**src/rtl/cpu_lsu.sv**
```systemverilog
// Load/store unit between the EX stage and a variable-latency data memory.
// Handles byte/half/word/double lanes, load extension, misalignment and wait-state timeout.
module cpu_lsu #(
    parameter int unsigned DATA_W  = 32,
    parameter int unsigned ADDR_W  = 32,
    parameter int unsigned TIMEOUT = 16
) (
    input  logic                clk,
    input  logic                rst,
    input  logic                req_valid,
    input  logic                req_we,
    input  logic [1:0]          req_size,
    input  logic                req_unsigned,
    input  logic [ADDR_W-1:0]   req_addr,
    input  logic [DATA_W-1:0]   req_wdata,
    output logic                req_ready,
    output logic                busy,
    output logic                rsp_valid,
    output logic [DATA_W-1:0]   rsp_rdata,
    output logic                rsp_err,
    output logic                mem_en,
    output logic                mem_we,
    output logic [DATA_W/8-1:0] mem_be,
    output logic [ADDR_W-1:0]   mem_addr,
    output logic [DATA_W-1:0]   mem_wdata,
    input  logic                mem_ready,
    input  logic [DATA_W-1:0]   mem_rdata
);

    localparam int unsigned BE_W  = DATA_W / 8;
    localparam int unsigned OFF_W = $clog2(BE_W);
    localparam int unsigned CNT_W = (TIMEOUT > 0) ? $clog2(TIMEOUT + 1) : 1;
    localparam logic [DATA_W-1:0] ONES = '1;

    typedef enum logic [1:0] {
        IDLE   = 2'd0,
        ACCESS = 2'd1,
        RESP   = 2'd2
    } state_t;

    typedef struct packed {
        logic             we;
        logic [1:0]       size;
        logic             uns;
        logic [OFF_W-1:0] off;
    } req_t;

    state_t              state, state_d;
    logic [CNT_W-1:0]    cnt, cnt_d, cnt_inc_c;
    req_t                lat, lat_d;

    logic                req_ready_d, busy_d, rsp_valid_d, rsp_err_d;
    logic [DATA_W-1:0]   rsp_rdata_d;
    logic                mem_en_d, mem_we_d;
    logic [BE_W-1:0]     mem_be_d;
    logic [ADDR_W-1:0]   mem_addr_d;
    logic [DATA_W-1:0]   mem_wdata_d;

    logic [OFF_W-1:0]    req_off_c;
    logic                illegal_c;
    logic                timeout_c;
    logic [BE_W-1:0]     be_c;
    logic [DATA_W-1:0]   wdata_c;
    logic [DATA_W-1:0]   shifted_c;
    logic [DATA_W-1:0]   hi_mask_c;
    logic                sign_c;
    logic [DATA_W-1:0]   load_c;

    assign req_off_c = req_addr[OFF_W-1:0];
    assign cnt_inc_c = cnt + CNT_W'(1);
    assign timeout_c = (TIMEOUT != 0) && (cnt_inc_c == CNT_W'(TIMEOUT));

    // Alignment / legality of the incoming request
    always_comb begin
        illegal_c = 1'b0;
        case (req_size)
            2'b00:   illegal_c = 1'b0;
            2'b01:   illegal_c = req_addr[0];
            2'b10:   illegal_c = |req_addr[1:0];
            default: illegal_c = (DATA_W != 64) || (|req_addr[2:0]);
        endcase
    end

    // Byte enables and lane-replicated store data
    always_comb begin
        be_c = '0;
        case (req_size)
            2'b00:   be_c = BE_W'(1) << req_off_c;
            2'b01:   be_c = BE_W'(2'b11) << req_off_c;
            2'b10:   be_c = BE_W'(4'hF) << req_off_c;
            default: be_c = '1;
        endcase
    end

    always_comb begin
        wdata_c = req_wdata;
        for (int i = 0; i < int'(BE_W); i++) begin
            case (req_size)
                2'b00:   wdata_c[i*8 +: 8] = req_wdata[7:0];
                2'b01:   wdata_c[i*8 +: 8] = req_wdata[(i % 2)*8 +: 8];
                2'b10:   wdata_c[i*8 +: 8] = req_wdata[(i % 4)*8 +: 8];
                default: wdata_c[i*8 +: 8] = req_wdata[i*8 +: 8];
            endcase
        end
    end

    // Load lane select and sign/zero extension from the latched request
    always_comb begin
        shifted_c = mem_rdata >> {lat.off, 3'b000};
        hi_mask_c = '0;
        sign_c    = 1'b0;
        case (lat.size)
            2'b00: begin
                hi_mask_c = ONES << 8;
                sign_c    = shifted_c[7];
            end
            2'b01: begin
                hi_mask_c = ONES << 16;
                sign_c    = shifted_c[15];
            end
            2'b10: begin
                hi_mask_c = ONES << 32;
                sign_c    = shifted_c[31];
            end
            default: begin
                hi_mask_c = '0;
                sign_c    = 1'b0;
            end
        endcase
        load_c = (sign_c && !lat.uns) ? (shifted_c | hi_mask_c) : (shifted_c & ~hi_mask_c);
    end

    always_ff @(posedge clk or negedge rst) begin
        if (!rst) begin
            state     <= IDLE;
            cnt       <= '0;
            lat       <= '0;
            req_ready <= 1'b1;
            busy      <= 1'b0;
            rsp_valid <= 1'b0;
            rsp_err   <= 1'b0;
            rsp_rdata <= '0;
            mem_en    <= 1'b0;
            mem_we    <= 1'b0;
            mem_be    <= '0;
            mem_addr  <= '0;
            mem_wdata <= '0;
        end else begin
            state     <= state_d;
            cnt       <= cnt_d;
            lat       <= lat_d;
            req_ready <= req_ready_d;
            busy      <= busy_d;
            rsp_valid <= rsp_valid_d;
            rsp_err   <= rsp_err_d;
            rsp_rdata <= rsp_rdata_d;
            mem_en    <= mem_en_d;
            mem_we    <= mem_we_d;
            mem_be    <= mem_be_d;
            mem_addr  <= mem_addr_d;
            mem_wdata <= mem_wdata_d;
        end
    end

    // Next state plus the registered value of every output
    always_comb begin
        state_d     = state;
        cnt_d       = cnt;
        lat_d       = lat;
        req_ready_d = 1'b0;
        busy_d      = 1'b1;
        rsp_valid_d = 1'b0;
        rsp_err_d   = 1'b0;
        rsp_rdata_d = rsp_rdata;
        mem_en_d    = 1'b0;
        mem_we_d    = 1'b0;
        mem_be_d    = '0;
        mem_addr_d  = mem_addr;
        mem_wdata_d = mem_wdata;
        case (state)
            IDLE: begin
                if (req_valid) begin
                    lat_d = {req_we, req_size, req_unsigned, req_off_c};
                    cnt_d = '0;
                    if (illegal_c) begin
                        state_d     = RESP;
                        rsp_valid_d = 1'b1;
                        rsp_err_d   = 1'b1;
                        rsp_rdata_d = '0;
                    end else begin
                        state_d     = ACCESS;
                        mem_en_d    = 1'b1;
                        mem_we_d    = req_we;
                        mem_be_d    = be_c;
                        mem_addr_d  = {req_addr[ADDR_W-1:OFF_W], OFF_W'(0)};
                        mem_wdata_d = wdata_c;
                    end
                end else begin
                    req_ready_d = 1'b1;
                    busy_d      = 1'b0;
                end
            end
            ACCESS: begin
                cnt_d = cnt_inc_c;
                if (mem_ready) begin
                    state_d     = RESP;
                    rsp_valid_d = 1'b1;
                    rsp_rdata_d = lat.we ? '0 : load_c;
                end else if (timeout_c) begin
                    state_d     = RESP;
                    rsp_valid_d = 1'b1;
                    rsp_err_d   = 1'b1;
                    rsp_rdata_d = '0;
                end else begin
                    mem_en_d = 1'b1;
                    mem_we_d = mem_we;
                    mem_be_d = mem_be;
                end
            end
            RESP: begin
                state_d     = IDLE;
                req_ready_d = 1'b1;
                busy_d      = 1'b0;
            end
            default: begin
                state_d = IDLE;
            end
        endcase
    end

endmodule

```
**config.mk**
```make
export PLATFORM = sky130hd
export DESIGN_NAME = cpu_lsu
export DESIGN_NICKNAME = d
export VERILOG_FILES = /design/src/rtl/cpu_lsu.sv
export SDC_FILE = /design/constraint.sdc
export NUM_CORES = 1
export LEC_CHECK = 0
export CAP_MARGIN = 20
export CORE_MARGIN = 2
export CORE_UTILIZATION = 47
export CTS_CLUSTER_DIAMETER = 30
export CTS_CLUSTER_SIZE = 10
export DETAILED_ROUTE_END_ITERATION = 6
export PLACE_DENSITY = 0.85
export RECOVER_POWER = 50
export SLEW_MARGIN = 40
export SYNTH_ARGS = -nofsm -noshare
export SYNTH_HDL_FRONTEND = slang
export SYNTH_SLANG_ARGS = --single-unit
```
**constraint.sdc**
```tcl
create_clock -name clk -period 4.94 [get_ports clk]
set_input_delay 1.482 -clock clk [delete_from_list [all_inputs] [get_ports clk]]
set_output_delay 1.482 -clock clk [all_outputs]
set_load 0.005 [all_outputs]
```
== Word level (Yosys, flattened, before mapping) ==
Cells that the tools add are included.
W data, S select, Z words.
Storage, ports and cells
  word-level logic and storage cells: 95
  output and inout bits: 106
  input bits: 104
  bits in registers: 117
Operators by class
  reduce and logical (&&, ||, !) cells: 13
  equal/unequal tests: 10
  bitwise gates (word level): 4
  shifts and indexed selects: 4
  mux-type cells: 47
  add/subtract/negate cells: 1
Operators with widths (number)
  $mux W32: 6
  $pmux W32 S2: 2
  $and A32 B32 Y32: 1
  $not A32 Y32: 1
  $or A32 B32 Y32: 1
  $shr A32 B5 Y32: 1
  $mux W4: 4
  $mux W8: 2
  $pmux W8 S2: 1
  $mux W1: 15
  $pmux W1 S2: 6
  $pmux W4 S3: 1
  $pmux W5 S2: 1
  $mux W2: 4
  $pmux W4 S2: 1
  $eq A2 B1 Y1 const B: 3
  $eq A2 B2 Y1 const B: 3
  $logic_not A2 Y1: 3
  $pmux W1 S3: 2
  $reduce_and A2 Y1: 3
  $add A5 B1 Y5 const B: 1
  $eq A5 B5 Y1 const B: 1
  $mux W5: 1
  $ne A2 B2 Y1 const B: 2
  other kinds (12): 13

== Depth between registers and ports, before layout ==
Gate-level depths: netlist of run 1.
  depth after elaboration: 8
  mapped depth: 9
  mapped depth without buffers: 7

== Worst setup path before layout of run 1 ==
OpenSTA, ideal clock, no wires.
  path type: input -> register
  start: in req_size[1]
  end: reg rsp_rdata[12]
  setup slack: 1775 ps
  data arrival time: 3040 ps
  buffers on the path: 2
  stages: 9
  setup time: 125 ps
  required time: 4815 ps
  cell sequence: inv_1 -> ha_1 -> buf_4 -> or3_1 -> nand3b_4 -> nand2_2 -> a21oi_4 -> buf_6 -> mux2_2
On the way
  cells in the longest elaborated chain, start to end: 4
  elaborated cells between the ends (all ways): 6
  those cells by class: eq/ne (3); mux (1); reduce/logical (2)
RTL lines
  start, declared: line 12  | input logic [1:0] req_size,
  $eq A2 B2 Y1 (tied with other cells): line 76  | case (req_size)
  $pmux W1 S3 (*): line 76
  $ne A2 B2 Y1 (no source line) (*)
  $reduce_and A4 Y1 (no source line) (*)
  end signal, assigned: line 156  | rsp_rdata <= rsp_rdata_d;
  end, declared: line 19  | output logic [DATA_W-1:0] rsp_rdata,
Every way passes the cells marked *; elsewhere a longest branch is shown, timed or not.
A chain may end at the register's enable or synchronous reset.

== Final worst setup path of run 1 ==
  start: in req_size[1]
  end: reg mem_addr[6]
On the way
  cells in the longest elaborated chain, start to end: 4
  elaborated cells between the ends (all ways): 6
  those cells by class: eq/ne (2); mux (1); bitwise (1); reduce/logical (2)
RTL lines
  $eq A2 B2 Y1 (tied with other cells): line 76
  $pmux W1 S3 (*): line 76
  $not A1 Y1 (no source line) (*)
  $reduce_and A3 Y1 (no source line) (*)
  end signal, assigned: line 160  | mem_addr <= mem_addr_d;
  end, declared: line 24  | output logic [ADDR_W-1:0] mem_addr,
Marks and branches as above.

==> metrics.md, run 1 <==
| Metric | Value |
|---|---|
| Ys Warns | `0` |
| Post-synthesis simple-gate area fraction | `between 8 and 9%` |
| First-pass GRT wire length | `roughly 25 mm` |
| Post-DP HPWL | `11.3 mm` |
| Avg Synthesized Cell Area | `~12 um2` |
| Setup WS pre-CTS | `between 0.8 and 0.9 ns` |
| Vias in the first global route | `just under 5000` |
| WS Path Type | `in -> reg` |
| Rows | `39` |
| Syn Std Cell Area | `roughly 0.0054 mm2` |
| Core ar. | `between 0.01 and 0.015 mm2` |
| Total Power | `~4300 uW` |
| Asr flop ratio synth | `100%` |
| Worst Path Arrival | `between 4 and 5 ns` |
| Worst path required time | `~5.2 ns` |
| # port buffers | `just over 200` |
| Routed via count | `roughly 4500` |
| DIE WIDTH | `roughly 110 um` |
| Area growth syn-to-layout | `50.9%` |
| Share of cells above drive strength 1 | `between 15 and 20%` |
| Fin area | `~0.0081 mm2` |
| Sequential share of the synthesized area | `between 50% and 60%` |
| Ranking of synthesized cells by area | `dfrtp_1 54%, mux2_2 12%, mux2i_1 4.8%` |
| TritonRoute pass-1 iters | `4` |
| RSZ-0062 raised after global routing | `false` |
| Largest net degree at the start of global routing | `58` |
| Slew HR | `-20.2%` |
| Setup TNS | `0 ns` |
| Post-synth cell types | `40` |
| Final hold vios | `0` |
| Top-count cell post-synth | `dfrtp_1` |
| Fin nets | `around 760` |
| Die ar. | `0.0123 mm2` |
| Synth top cells by count | `116 x dfrtp_1, 57 x mux2_2, 41 x nand2_1` |
| TritonCTS Buffers | `17` |
| Total gr overflow | `0` |
| TritonCTS clock tree | `built` |
| Tcrit/Tclk final | `77.1%` |
| Type of the worst min-delay path | `reg -> reg` |
| Post-synth top flop | `dfrtp_1` |
| Initial DRC count | `approximately 280` |
| H-tree depth | `4` |
| Cells after synthesis | `about 450` |
| Post-DP Area | `around 0.0075 mm2` |
| Initial antenna violation count | `0` |
| Initial Util | `roughly 48%` |
| Post-synthesis mux area share | `roughly 17%` |
| Critical path startpoint category | `input port` |
| # IOs | `210` |
| Filler cell count | `788` |
| Post-CTS sizing | `0` |
| Yosys top cell area share | `about 54%` |
| Antenna-violating nets left | `0` |
| Number of flops mapped to enable cells by yosys | `0` |
| Wire per inst | `approximately 19 um` |
| Status | `finished, violations left` |
| DRC | `0` |
| Final worst slack | `around 1.1 ns` |
| Placer Congestion | `about 0.87` |
| Maxcap violations | `2` |
| CTS clock-pin slew for the worst setup and hold paths | `about 0.06 ns` |
| Crit path time final | `~3.8 ns` |
| Worst-skew pair later-pin latency | `0.40 ns` |
| XOR/XNOR Fraction of Synth Area | `less than 1%` |
| FF-to-FF setup slack | `2.33 ns` |
| Crit. End Element | `flip-flop` |
| Fin. max-slew vios | `64` |
| Antenna Cells | `0` |
| CP max FO | `30` |
| Clock Path Buffers | `2` |
| Main combinational cell family by area after synthesis | `multiplexers` |
| GRT Overall Usage | `approximately a quarter` |
| Clock Tree Root | `clkbuf_16` |
| Max Clk Rate | `262 MHz` |
| # hold bufs at CTS | `0` |
| Yosys reg bits | `approximately 120` |
| Cell taking the most area after synthesis | `dfrtp_1` |
| Drt via density | `between 5 and 6` |
| Failing checks | `capacitance limit, slew limit` |
| Setup-failing EPs final | `0` |
| Post-Synth Adder-Cell Area | `roughly 1.2%` |
| Worst hold slack | `roughly 0.48 ns` |
| Die Y | `between 100 and 150 um` |
| Setup Buffers After CTS | `0` |
| Synth Area in Compound Gates | `between 10% and 20%` |
| Slew @ Worst Pin | `around 1.8 ns` |
| Routed WL | `about 15 mm` |
| PD cells | `528 mW/mm2` |
| Static leakage | `about 0.0036 uW` |
| Sink Count | `roughly 120` |
| Final Skew | `0.00563 ns` |
| Peak VDD IR | `roughly 0.29 mV` |
-- cells in the final DEF, fill, tap and decap left out, drive strengths merged, types with 9 or more instances in the layout --
| cell | n |
|---|---|
| a21oi | 18 |
| a221o | 16 |
| a22o | 13 |
| a32o | 9 |
| clkbuf | 21 |
| clkdlybuf4s50 | 166 |
| dfrtp | 116 |
| dlygate4sd3 | 40 |
| mux2 | 57 |
| mux2i | 26 |
| nand2 | 43 |
| nor2 | 16 |
| nor2b | 10 |
| o21ai | 39 |
-- where the power goes --
group          total, uW  internal, uW  switching (uW)
Sequential          1610          1320             292
Combinational       1470           933             539
Clock               1190           752             437
-- registers in the layout, summed over array words and instances, names as in the netlist --
name,count
req_ready,1
mem_en,1
lat,6
mem_we,1
mem_wdata,32
rsp_err,1
rsp_rdata,32
mem_addr,30
cnt,5
busy,1
mem_be,4
state,2
rsp_valid,1
-- layout make-up --
cell class / instances / area [um2] / share of cell area (%)
clock buffers: 19 / 443 / 5.47
flip-flops and latches: 117 / 2930 / 36.2
clock inverters: 13 / 134 / 1.65
multi-input cells: 295 / 2250 / 27.8
inverters: 8 / 30.0 / 0.371
well taps: 143 / 179 / 2.21
repair buffers: 213 / 2130 / 26.3
-- worst paths after layout --
| path | from | to | cells past startpoint |
|---|---|---|---|
| max in group asynchronous | rst | mem_be[2]$_DFFE_PN0P_ | 2 |
| min in group asynchronous | rst | rsp_valid$_DFF_PN0_ | 1 |
| setup reg to reg | state[1]$_DFFE_PN0P_ | rsp_rdata[28]$_DFFE_PN0P_ | 5 |
| hold reg to reg | mem_wdata[8]$_DFFE_PN0P_ | mem_wdata[8]$_DFFE_PN0P_ | 2 |
| setup / recovery | req_size[1] | mem_addr[6]$_DFFE_PN0P_ | 8 |
| hold / removal | mem_wdata[8]$_DFFE_PN0P_ | mem_wdata[8]$_DFFE_PN0P_ | 2 |
-- kinds of logic (layout without fill, tap and decap cells) --
| group | Yosys count | after routing |
|---|---|---|
| DFF | 117 | 117 |
| AOI/OAI and AO/OA | 111 | 111 |
| buffers and inverters | 38 | 253 |
| adders and majority gates | 5 | 5 |
| muxes | 83 | 83 |
| and+or+nand+nor | 93 | 93 |
| other | 1 | 2 |
| xor gates and xnor gates | 1 | 1 |
-- through the flow --
step,utilization [%],cells
2_1_floorplan,-,450
6_report,71.9,808
3_3_place_gp,66.7,775
5_1_grt,71.9,808
3_5_place_dp,66.7,775
4_1_cts,71.8,807
-- critical path: stages --
cell           delay, ns
dlygate4sd3_1       0.58
inv_1               0.12
ha_1                0.43
or3_1               0.23
nand2_1             0.13
nand2_2             0.48
buf_12              0.27
mux2_2              0.36
-- metal layers --
layer  track usage (%)  part of all wire (%)  vias up
met2              42.4                    49      210
met5                 0                     0        -
met4              11.3                   2.9        0
li1                  -                     -     2043
met1              30.1                    39     2218
met3              9.51                   9.3       36
(Power assumes the default switching activity.)
==> inputs of run 2 (changes only) <==
--- a/config.mk
+++ b/config.mk
@@ -7,11 +7,11 @@
 export LEC_CHECK = 0
 export CAP_MARGIN = 20
 export CORE_MARGIN = 2
-export CORE_UTILIZATION = 47
+export CORE_UTILIZATION = 40
 export CTS_CLUSTER_DIAMETER = 30
 export CTS_CLUSTER_SIZE = 10
 export DETAILED_ROUTE_END_ITERATION = 6
-export PLACE_DENSITY = 0.85
+export PLACE_DENSITY = 0.77
 export RECOVER_POWER = 50
 export SLEW_MARGIN = 40
 export SYNTH_ARGS = -nofsm -noshare
==> constraint.sdc (replaced) <==
create_clock -name clk -period 3.3 [get_ports clk]
set_input_delay 0.99 -clock clk [delete_from_list [all_inputs] [get_ports clk]]
set_output_delay 0.99 -clock clk [all_outputs]
set_load 0.005 [all_outputs]
==> run 2 against run 1 <==
The run now ends clean. Sequential share of layout area is 0.49 points lower. Non-clock buffer count is 7 higher. Power increased by 49%. Final cell count increased by 5.1%. Sequential power is 44% higher. Flip-flop and latch count unchanged. Count of clock-buffer cells in the layout up 6. Clock power grew 49%. Highest routed layer unchanged.
==> metrics.md, run 2 (synthesis results as in run 1) <==
| Metric | Value |
|---|---|
| Post-DP Area | `0.00764 mm2 (+1.6%)` |
| Setup WS pre-CTS | `0.0421 ns (-0.775 ns)` |
| Clock Path Buffers | `2 (unchanged)` |
| TritonCTS Buffers | `17 (unchanged)` |
| DIE WIDTH | `120 um (+8.1%)` |
| WP buf/inv | `2 (-1)` |
| Die ar. | `0.0144 mm2 (+17%)` |
| Area growth syn-to-layout | `52.8%` |
| PD cells | `778 mW/mm2 (+47%)` |
| DRC | `0 (unchanged)` |
| Slowest cell on crit path | `dlygate4sd3_1` |
| # hold bufs at CTS | `0 (unchanged)` |
| Drt via density | `5.26 (-5.7%)` |
| Initial DRC count | `356 (+26%)` |
| RSZ-0062 raised after global routing | `false` |
| Die Y | `120 um (+8.1%)` |
| Routed via count | `4467 (-0.89%)` |
| Final worst slack | `0.405 ns (-0.725 ns)` |
| TritonRoute pass-1 iters | `4 (unchanged)` |
| First-pass GRT wire length | `24.0 mm (-3.9%)` |
| Crit. End Element | `flip-flop` |
| Placer Congestion | `0.868 (-0.65%)` |
| Maxcap violations | `0 (-2)` |
| Area used by multi-input combinational logic | `0.00225 mm2 (-0.33%)` |
| Worst path required time | `3.59 ns (-1.64 ns)` |
| FF-to-FF End | `rsp_rdata[19]$_DFFE_PN0P_` |
| TritonCTS clock tree | `built` |
| Setup TNS | `0 ns (unchanged)` |
| H-tree depth | `4 (unchanged)` |
| Share of cells above drive strength 1 | `15.9% (+0.28 points)` |
| Total gr overflow | `0 (unchanged)` |
| WHS Endpoint | `mem_wdata[29]$_DFFE_PN0P_` |
| CTS clock-pin slew for the worst setup and hold paths | `0.05 ns (about the same)` |
| Initial Util | `40.7% (-6.9 points)` |
| Reg-to-reg startpoint | `state[1]$_DFFE_PN0P_` |
| CP delay by family, top | `buffers and inverters` |
| Post-CTS sizing | `0 (unchanged)` |
| # IOs | `210 (unchanged)` |
| Largest net degree at the start of global routing | `73 (+26%)` |
| Critical path startpoint category | `input port` |
| FF-to-FF setup slack | `1.20 ns (-1.13 ns)` |
| GRT Overall Usage | `21.4% (-4.3 points)` |
| WS Path Type | `in -> reg` |
| Fin area | `0.00821 mm2 (+1.3%)` |
| Total Power | `6380 uW (+49%)` |
| Routed WL | `15.0 mm (-2.9%)` |
| Initial antenna violation count | `1 (+1)` |
| Wire per inst | `17.7 um (-7.6%)` |
| Fin nets | `768 (+0.92%)` |
| Setup-failing EPs final | `0 (unchanged)` |
| Crit path largest cell delay | `0.58 ns (about the same)` |
| Clock Tree Root | `clkbuf_16` |
| Tcrit/Tclk final | `87.7%` |
| Final hold vios | `0 (unchanged)` |
| # port buffers | `207 (unchanged)` |
| Slew HR | `17.2% (+37 points)` |
| Rows | `42 (+7.7%)` |
| Status | `complete, no violations` |
| Commonest non-fill, non-tap cell in the layout | `clkdlybuf4s50_1` |
| R2R depth | `4 (-1)` |
| Static leakage | `0.00366 uW (+0.83%)` |
| Peak VDD IR | `0.440 mV (+52%)` |
| CP max FO | `8 (-73%)` |
| Hold depth | `2 (unchanged)` |
| Hold path start | `mem_wdata[29]$_DFFE_PN0P_` |
| Setup Buffers After CTS | `0 (unchanged)` |
| Core ar. | `0.0132 mm2 (+17%)` |
| Sink Count | `117 (unchanged)` |
| Vias in the first global route | `4734 (-1.5%)` |
| Post-DP HPWL | `11.1 mm (-1.7%)` |
| Slew @ Worst Pin | `1.24 ns (-0.561 ns)` |
| Antenna-violating nets left | `0 (unchanged)` |
| Max Clk Rate | `~350 MHz` |
| Worst Path Arrival | `3.19 ns (-0.91 ns)` |
| Crit path time final | `between 2 and 3 ns` |
| Commonest non-fill, non-tap cells in the layout | `166 x clkdlybuf4s50_1, 116 x dfrtp_1, 57 x mux2_2` |
| Final Skew | `0.00560 ns (-0.0000323 ns)` |
| Type of the worst min-delay path | `reg -> reg` |
| Top flop regs | `mem_wdata (32), rsp_rdata (32), mem_addr (30)` |
| CP cell instances | `dlygate4sd3_1 > inv_1 > ha_1 > or3_1 > nand3b_4 > nand2_2 > a21oi_4 > mux2_2` |
| Fin. max-slew vios | `0 (-100%)` |
| Filler cell count | `1065 (+35%)` |
| Worst-skew pair later-pin latency | `0.41 ns (about the same)` |
| Register area | `0.00293 mm2 (about the same)` |
[run 2: changes by cell type in the layout (fill, tap and decap cells not counted), sizes merged]
cell / delta
buf: +5
bufinv: -1
clkbuf: +8
clkinv: -4
clkinvlp: -1
diode: +1
[run 2: area by class of cell]
type | instances | share of cell area (%)
Sequential cell | 117 | 35.7
Multi-Input combinational cell | 295 | 27.4
Timing Repair Buffer | 220 | 26.7
Clock buffer | 25 | 6.28
Tap cell | 176 | 2.68
Clock inverter | 7 | 0.839
Inverter | 8 | 0.366
Antenna cell | 1 | 0.0305
[run 2: layer usage]
layer	wire, um	GRT usage, %	vias up
li1	-	-	2048
met1	5970	24.8	2177
met2	7190	35.7	218
met3	1560	8.51	24
met4	281	8.31	0
met5	0	0	-
[run 2: per-stage QoR]
step           util (%)  instances  hold WS (ns)
3_5_place_dp       57.9        816         0.469
5_1_grt            62.2        849         0.511
2_1_floorplan         -        450         0.473
6_report           62.2        849         0.472
3_3_place_gp       57.9        816         0.460
4_1_cts            62.4        848         0.466
[run 2: tightest hold or removal path: cells and delay by family (launching register included)]
family          cells  cell delay, ns
simple gates        1            0.04
flops               1            0.33
compound gates      1            0.06
[run 2: power by group]
part	switching, uW	leakage (uW)	internal, uW
Sequential	345	0.00148	1980
Clock	618	0.000285	1150
Combinational	879	0.00190	1410
Total	1840	0.00366	4540
[run 2: worst max-delay path by stage]
stage / from / to / cells after the start
after detailed placement: req_size[0] / rsp_rdata[10]$_DFFE_PN0P_ / 8
after CTS: req_size[0] / rsp_rdata[10]$_DFFE_PN0P_ / 8
after floorplan: req_size[1] / rsp_rdata[12]$_DFFE_PN0P_ / 9
after global placement: req_size[0] / rsp_rdata[9]$_DFFE_PN0P_ / 8
after global routing: req_size[0] / rsp_rdata[10]$_DFFE_PN0P_ / 8
final: req_size[0] / rsp_rdata[10]$_DFFE_PN0P_ / 8
==> inputs of run 3 (changes only) <==
--- a/config.mk
+++ b/config.mk
@@ -8,7 +8,6 @@
 export CAP_MARGIN = 20
 export CORE_MARGIN = 2
 export CORE_UTILIZATION = 40
-export CTS_CLUSTER_DIAMETER = 30
 export CTS_CLUSTER_SIZE = 10
 export DETAILED_ROUTE_END_ITERATION = 6
 export PLACE_DENSITY = 0.77
==> results of run 3 <==
Same layout as run 2: the final DEF is identical, and so are final timing and power.
